==> src/rtl/led_pattern_gen.sv <==
// LED pattern generator: prescaled up/down/bounce/blink display.
// Optional LED_PATTERN_GRAY_OUT_EN: gray-coded leds in UP/DOWN.
module led_pattern_gen #(
  parameter int WIDTH    = 8,
  parameter int CLK_FREQ = 25_000_000
) (
  input  logic             clk,
  input  logic             rst,
  input  logic             enable,
  input  logic [1:0]       mode,
  input  logic [1:0]       speed,
  input  logic             load,
  input  logic [WIDTH-1:0] load_val,
  output logic [WIDTH-1:0] leds,
  output logic             tick
);

  typedef enum logic [1:0] {
    M_UP     = 2'b00,
    M_DOWN   = 2'b01,
    M_BOUNCE = 2'b10,
    M_BLINK  = 2'b11
  } mode_e;

  localparam int BASE = (CLK_FREQ / 2 < 1) ? 1 : CLK_FREQ / 2;
  localparam int PW   = $clog2(BASE + 1);

  localparam logic [PW-1:0]    BASE_V = PW'(BASE);
  localparam logic [WIDTH-1:0] ONE    = WIDTH'(1);
  localparam logic [WIDTH-1:0] ALL    = '1;
  localparam logic [WIDTH-1:0] TOP_M1 = ONE << (WIDTH - 2);
  localparam logic [WIDTH-1:0] BOT_P1 = ONE << 1;

  logic [PW-1:0]    presc_q, presc_d;
  logic [WIDTH-1:0] pattern_q, pattern_d;
  logic             dir_q, dir_d;
  mode_e            mode_q, mode_d;
  logic             tick_q, tick_d;

  logic [PW-1:0]    shifted;
  logic [PW-1:0]    lim_m1;
  logic [WIDTH-1:0] step_pat;
  logic             step_dir;
  logic [WIDTH-1:0] lsb_val;
  mode_e            mode_n;

  assign mode_n = mode_e'(mode);

  // Terminal count for the current speed; LIMIT never drops below 1.
  always_comb begin
    shifted = BASE_V >> speed;
    lim_m1  = '0;
    if (shifted != '0) begin
      lim_m1 = shifted - PW'(1);
    end
  end

  // Lowest set bit of load_val, used when loading in BOUNCE.
  always_comb begin
    lsb_val = load_val & (~load_val + ONE);
    if (load_val == '0) begin
      lsb_val = ONE;
    end
  end

  // Next pattern and direction for one display step (dir 0 = left).
  always_comb begin
    step_pat = pattern_q;
    step_dir = dir_q;
    case (mode_q)
      M_UP:   step_pat = pattern_q + ONE;
      M_DOWN: step_pat = pattern_q - ONE;
      M_BOUNCE: begin
        if (!dir_q) begin
          if (pattern_q[WIDTH-1]) begin
            step_pat = TOP_M1;
            step_dir = 1'b1;
          end else begin
            step_pat = pattern_q << 1;
          end
        end else begin
          if (pattern_q[0]) begin
            step_pat = BOT_P1;
            step_dir = 1'b0;
          end else begin
            step_pat = pattern_q >> 1;
          end
        end
      end
      M_BLINK: begin
        if (pattern_q == '0) begin
          step_pat = ALL;
        end else if (pattern_q == ALL) begin
          step_pat = '0;
        end else begin
          step_pat = ALL;
        end
      end
      default: step_pat = pattern_q;
    endcase
  end

  // Priority: load, then mode change re-init, then prescaled step.
  always_comb begin
    presc_d   = presc_q;
    pattern_d = pattern_q;
    dir_d     = dir_q;
    tick_d    = 1'b0;
    mode_d    = mode_n;
    if (load) begin
      presc_d = '0;
      if (mode_n == M_BOUNCE) begin
        pattern_d = lsb_val;
      end else begin
        pattern_d = load_val;
      end
    end else if (mode_n != mode_q) begin
      presc_d = '0;
      case (mode_n)
        M_UP:     pattern_d = '0;
        M_DOWN:   pattern_d = ALL;
        M_BOUNCE: begin
          pattern_d = ONE;
          dir_d     = 1'b0;
        end
        M_BLINK:  pattern_d = '0;
        default:  pattern_d = '0;
      endcase
    end else if (enable) begin
      if (presc_q >= lim_m1) begin
        presc_d   = '0;
        tick_d    = 1'b1;
        pattern_d = step_pat;
        dir_d     = step_dir;
      end else begin
        presc_d = presc_q + PW'(1);
      end
    end
  end

  // State registers.
  always_ff @(posedge clk or posedge rst) begin
    if (rst) begin
      presc_q   <= '0;
      pattern_q <= '0;
      dir_q     <= 1'b0;
      mode_q    <= M_UP;
      tick_q    <= 1'b0;
    end else begin
      presc_q   <= presc_d;
      pattern_q <= pattern_d;
      dir_q     <= dir_d;
      mode_q    <= mode_d;
      tick_q    <= tick_d;
    end
  end

  assign tick = tick_q;

`ifdef LED_PATTERN_GRAY_OUT_EN
  logic [WIDTH-1:0] leds_q, leds_d;

  // Gray-code the counting modes; same edge as the pattern update.
  always_comb begin
    leds_d = pattern_d;
    if (mode_n == M_UP || mode_n == M_DOWN) begin
      leds_d = pattern_d ^ (pattern_d >> 1);
    end
  end

  // Output register for the gray-coded view.
  always_ff @(posedge clk or posedge rst) begin
    if (rst) begin
      leds_q <= '0;
    end else begin
      leds_q <= leds_d;
    end
  end

  assign leds = leds_q;
`else
  assign leds = pattern_q;
`endif

endmodule

==> config.mk <==
export PLATFORM = sky130hd
export DESIGN_NAME = led_pattern_gen
export DESIGN_NICKNAME = d
export VERILOG_FILES = /design/src/rtl/led_pattern_gen.sv
export SDC_FILE = /design/constraint.sdc
export NUM_CORES = 1
export LEC_CHECK = 0
export ABC_AREA = 0
export CAP_MARGIN = 20
export CORE_MARGIN = 2
export CORE_UTILIZATION = 40
export CTS_BUF_LIST = sky130_fd_sc_hd__clkbuf_4
export DETAILED_ROUTE_END_ITERATION = 16
export GPL_TIMING_DRIVEN = 0
export PLACE_DENSITY = 0.71
export SLEW_MARGIN = 20
export SYNTH_ARGS = -nofsm -noshare
export SYNTH_HDL_FRONTEND = slang
export SYNTH_SLANG_ARGS = --single-unit
==> constraint.sdc <==
create_clock -name clk -period 5.25 [get_ports clk]
set_input_delay 0.525 -clock clk [delete_from_list [all_inputs] [get_ports clk]]
set_output_delay 0.525 -clock clk [all_outputs]
set_load 0.1 [all_outputs]
==> flow_summary.json <==
{
  "min_period_ns": 3.92,
  "synth_simple_gate_area_share_pct": 21.2,
  "dieArea_um2": 8000,
  "powerDensity_nw_per_um2": 204,
  "clock_skew_ns": 0.0171,
  "synth-xor-area-share_pct": 8.99,
  "p_sw_share_pct": 38.9,
  "fp.dieH_um": 89.5,
  "seq_area_um2": 901,
  "seq_power_share_pct": 44.8,
  "io_pins": 25,
  "ys_seq_area_share_pct": 30.8,
  "preCtsSetupSlack_ns": 0.974,
  "syn_avg_cell_area_um2": 8.75,
  "async_flop_share_pct": 100,
  "crit_start": "speed[0]",
  "nFillCells": 708,
  "synth_top_family_by_area": "simple AND/OR/NAND/NOR gates",
  "synth_top_cell_area_share_pct": 30.8,
  "cts_tree": "built",
  "grt_usage_pct": 18.1,
  "final.setup.tns_ns": 0,
  "clockPowerShare_pct": 20.2,
  "drt-initial-drc-count": 157,
  "clockBufferDepth": 2,
  "irDropWorstVdd_mv": 0.0882,
  "p_leak_nw": 1.42,
  "clock_latency_ns": 0.35,
  "dr.pass1.iters": 5,
  "core_um2": 7180,
  "critical_path_class": "primary input to flop",
  "synth-seq-cells": 36,
  "cp.required_ns": 5.53,
  "combinationalPowerShare_pct": 34.9,
  "p_sw_w": 0.000264,
  "io_buffer_count": 23,
  "finalCritPeriodShare_pct": 74.6,
  "grt_antenna_before_repair": 0,
  "areaGrowthSynthToFinish_pct": 13.8,
  "rsz0062_at_grt": "false",
  "dp.cells": 457,
  "synth-main-ff-cell": "dfrtp_1",
  "rows": 31,
  "die_x_um": 89.5,
  "min_to": "leds[0]",
  "synth_mux_area_share_pct": 1.46,
  "cts_resized": 0,
  "synth_fa_ha_area_share_pct": 13.8,
  "timing.rr.start": "presc_q[14]",
  "drive_gt1_share_pct": 6.85,
  "min_path_cells": 3,
  "grt_pass1_vias": 2336,
  "synth_area_um2": 2920,
  "synth_edf_count": 0,
  "setup_viol": 0,
  "outcome": "completed",
  "dpl.hpwl_mm": 5.21,
  "synth_most_common_cell": "nor2_1",
  "drc_errors": 0,
  "worst_setup_path_end_kind": "flop",
  "start_util_pct": 40.7,
  "relSlewSlack_pct": 34.8,
  "critical_path.cell_chain": "clkdlybuf4s50_1, inv_1, nor2_1, inv_1, ha_1, nand2_1, ha_1, a21oi_1, and2b_2, nor3b_1, a221oi_2, o31ai_2, nand2_2, buf_2, nor2_1",
  "cpPeakStageDelay_ns": 0.64,
  "tightest_slew_ns": 0.975,
  "min-delay-start": "load",
  "vias": 2557,
  "start_kind": "primary input",
  "hold_class": "primary input to flop",
  "root_buffer": "clkbuf_4",
  "cts_sinks": 36,
  "cts_buffers": 5,
  "fin_cells": 464,
  "r2r_setup_slack_ns": 2.22,
  "fin_ws_ns": 1.33,
  "synth_commonest_cells": "41 x nor2_1, 36 x dfrtp_1, 29 x ha_1",
  "yosysWarnings": 0,
  "timing.rr.end": "presc_q[12]",
  "gp_congestion": 0.897,
  "postCtsSetupRepairBufs": 0,
  "multi_input_area_um2": 1880,
  "layout.nets": 411,
  "cp.arrival_ns": 4.20,
  "wl_mm": 6.86,
  "drtAntennaViolNets": 0,
  "crit_path_max_fanout": 10,
  "reg2reg_depth": 9,
  "ys_top_cells_by_area": "dfrtp_1 31%, ha_1 12%, xor2_1 6.0%, nor2_1 5.3%, nand3_1 3.1%",
  "synth_top_area_cell": "dfrtp_1",
  "synthCells": 334,
  "slew_viol_final": 0,
  "h-tree-depth": 2,
  "hold_buffers": 0,
  "grt-ovfl-total": 0,
  "cap_violations": 0,
  "wl_per_cell_um": 14.8,
  "p_int_w": 0.000415,
  "fmax_mhz": 255,
  "antenna_cells": 0,
  "synth_compound_gate_area_share_pct": 18.3,
  "grt_pass1_wl_mm": 11.4,
  "slowest_stage": "o31ai_2",
  "synth_cell_types": 64,
  "grt_max_degree": 37,
  "clk_pin_slew_ns": 0.11,
  "hold_viol": 0,
  "viasPerCell": 5.51
}
worst max path at each step:
stage                  endpoint  slack [ns]  cells after the start
floorplan               leds[6]        2.30                      9
global placement    presc_q[17]        1.02                     15
detailed placement  presc_q[12]        0.97                     15
CTS                 presc_q[21]        1.37                     15
global route        presc_q[13]        1.13                     15
finish              presc_q[12]        1.33                     15
cell usage in the layout, fill, tap and decap left out, types with 5 or more instances in the layout:
| cell | count |
|---|---|
| nor2_1 | 41 |
| dfrtp_1 | 36 |
| ha_1 | 29 |
| clkdlybuf4s50_1 | 23 |
| inv_1 | 20 |
| xor2_1 | 20 |
| nand3_1 | 18 |
| nand2_1 | 18 |
| a21oi_1 | 15 |
| o21ai_0 | 15 |
| xnor2_1 | 10 |
| a31oi_1 | 9 |
| nand4_1 | 7 |
| nor3_1 | 7 |
| nor3b_1 | 6 |
| clkbuf_1 | 5 |
| clkbuf_4 | 5 |
critical path: cells and delay by family:
family                     cells  cell delay [ns]
buffers and inverters          4             1.11
AOI/OAI and AO/OA              3             0.90
adders and majority gates      2             0.40
and+or+nand+nor                6             1.23
cell type report:
class,count,area share [%]
repair buffers,23,6.93
well taps,99,3.73
clock inverters,2,0.226
multi-input cells,267,56.4
inverters,21,2.37
flip-flops and latches,36,27.1
clock buffers,5,1.13
plain buffers,11,2.11
per-stage QoR:
step | area (um2) | hold WS, ns | util, % | total power, W
6_report | 3320 | 0.465 | 46.3 | 0.000678
2_1_floorplan | 2930 | 0.510 | - | 0.000478
3_5_place_dp | 3280 | 0.538 | 45.7 | 0.000544
4_1_cts | 3320 | 0.461 | 46.3 | 0.000683
5_1_grt | 3320 | 0.483 | 46.3 | 0.000719
3_3_place_gp | 3280 | 0.529 | 45.7 | 0.000540
registers in the layout, indices dropped and copies added (netlist names):
signal / cells
leds: 8
dir_q: 1
tick: 1
presc_q: 24
mode_q: 2
power groups by stage:
stage                     clock network, W  logic, W  registers, W
final                             0.000137  0.000237      0.000304
after global routing              0.000158  0.000256      0.000306
after CTS                         0.000143  0.000237      0.000303
after detailed placement                 0  0.000235      0.000309
after global placement                   0  0.000231      0.000309
after floorplan                          0  0.000112      0.000366
layer usage:
metal	global-route usage [%]	wire length (um)
met1	26.8	3440
met2	27.2	3070
met3	3.51	255
met4	4.48	99
met5	0	0
kinds of logic (layout without fill, tap and decap cells):
logic type      after synthesis  after routing
mux                           4              4
other cells                   2              3
flops                        36             36
compound gates               77             77
fa+ha+maj                    32             32
simple gates                121            121
buf+inv                      32             62
xor+xnor                     30             30
No activity file was read; power rests on OpenSTA's default activity.
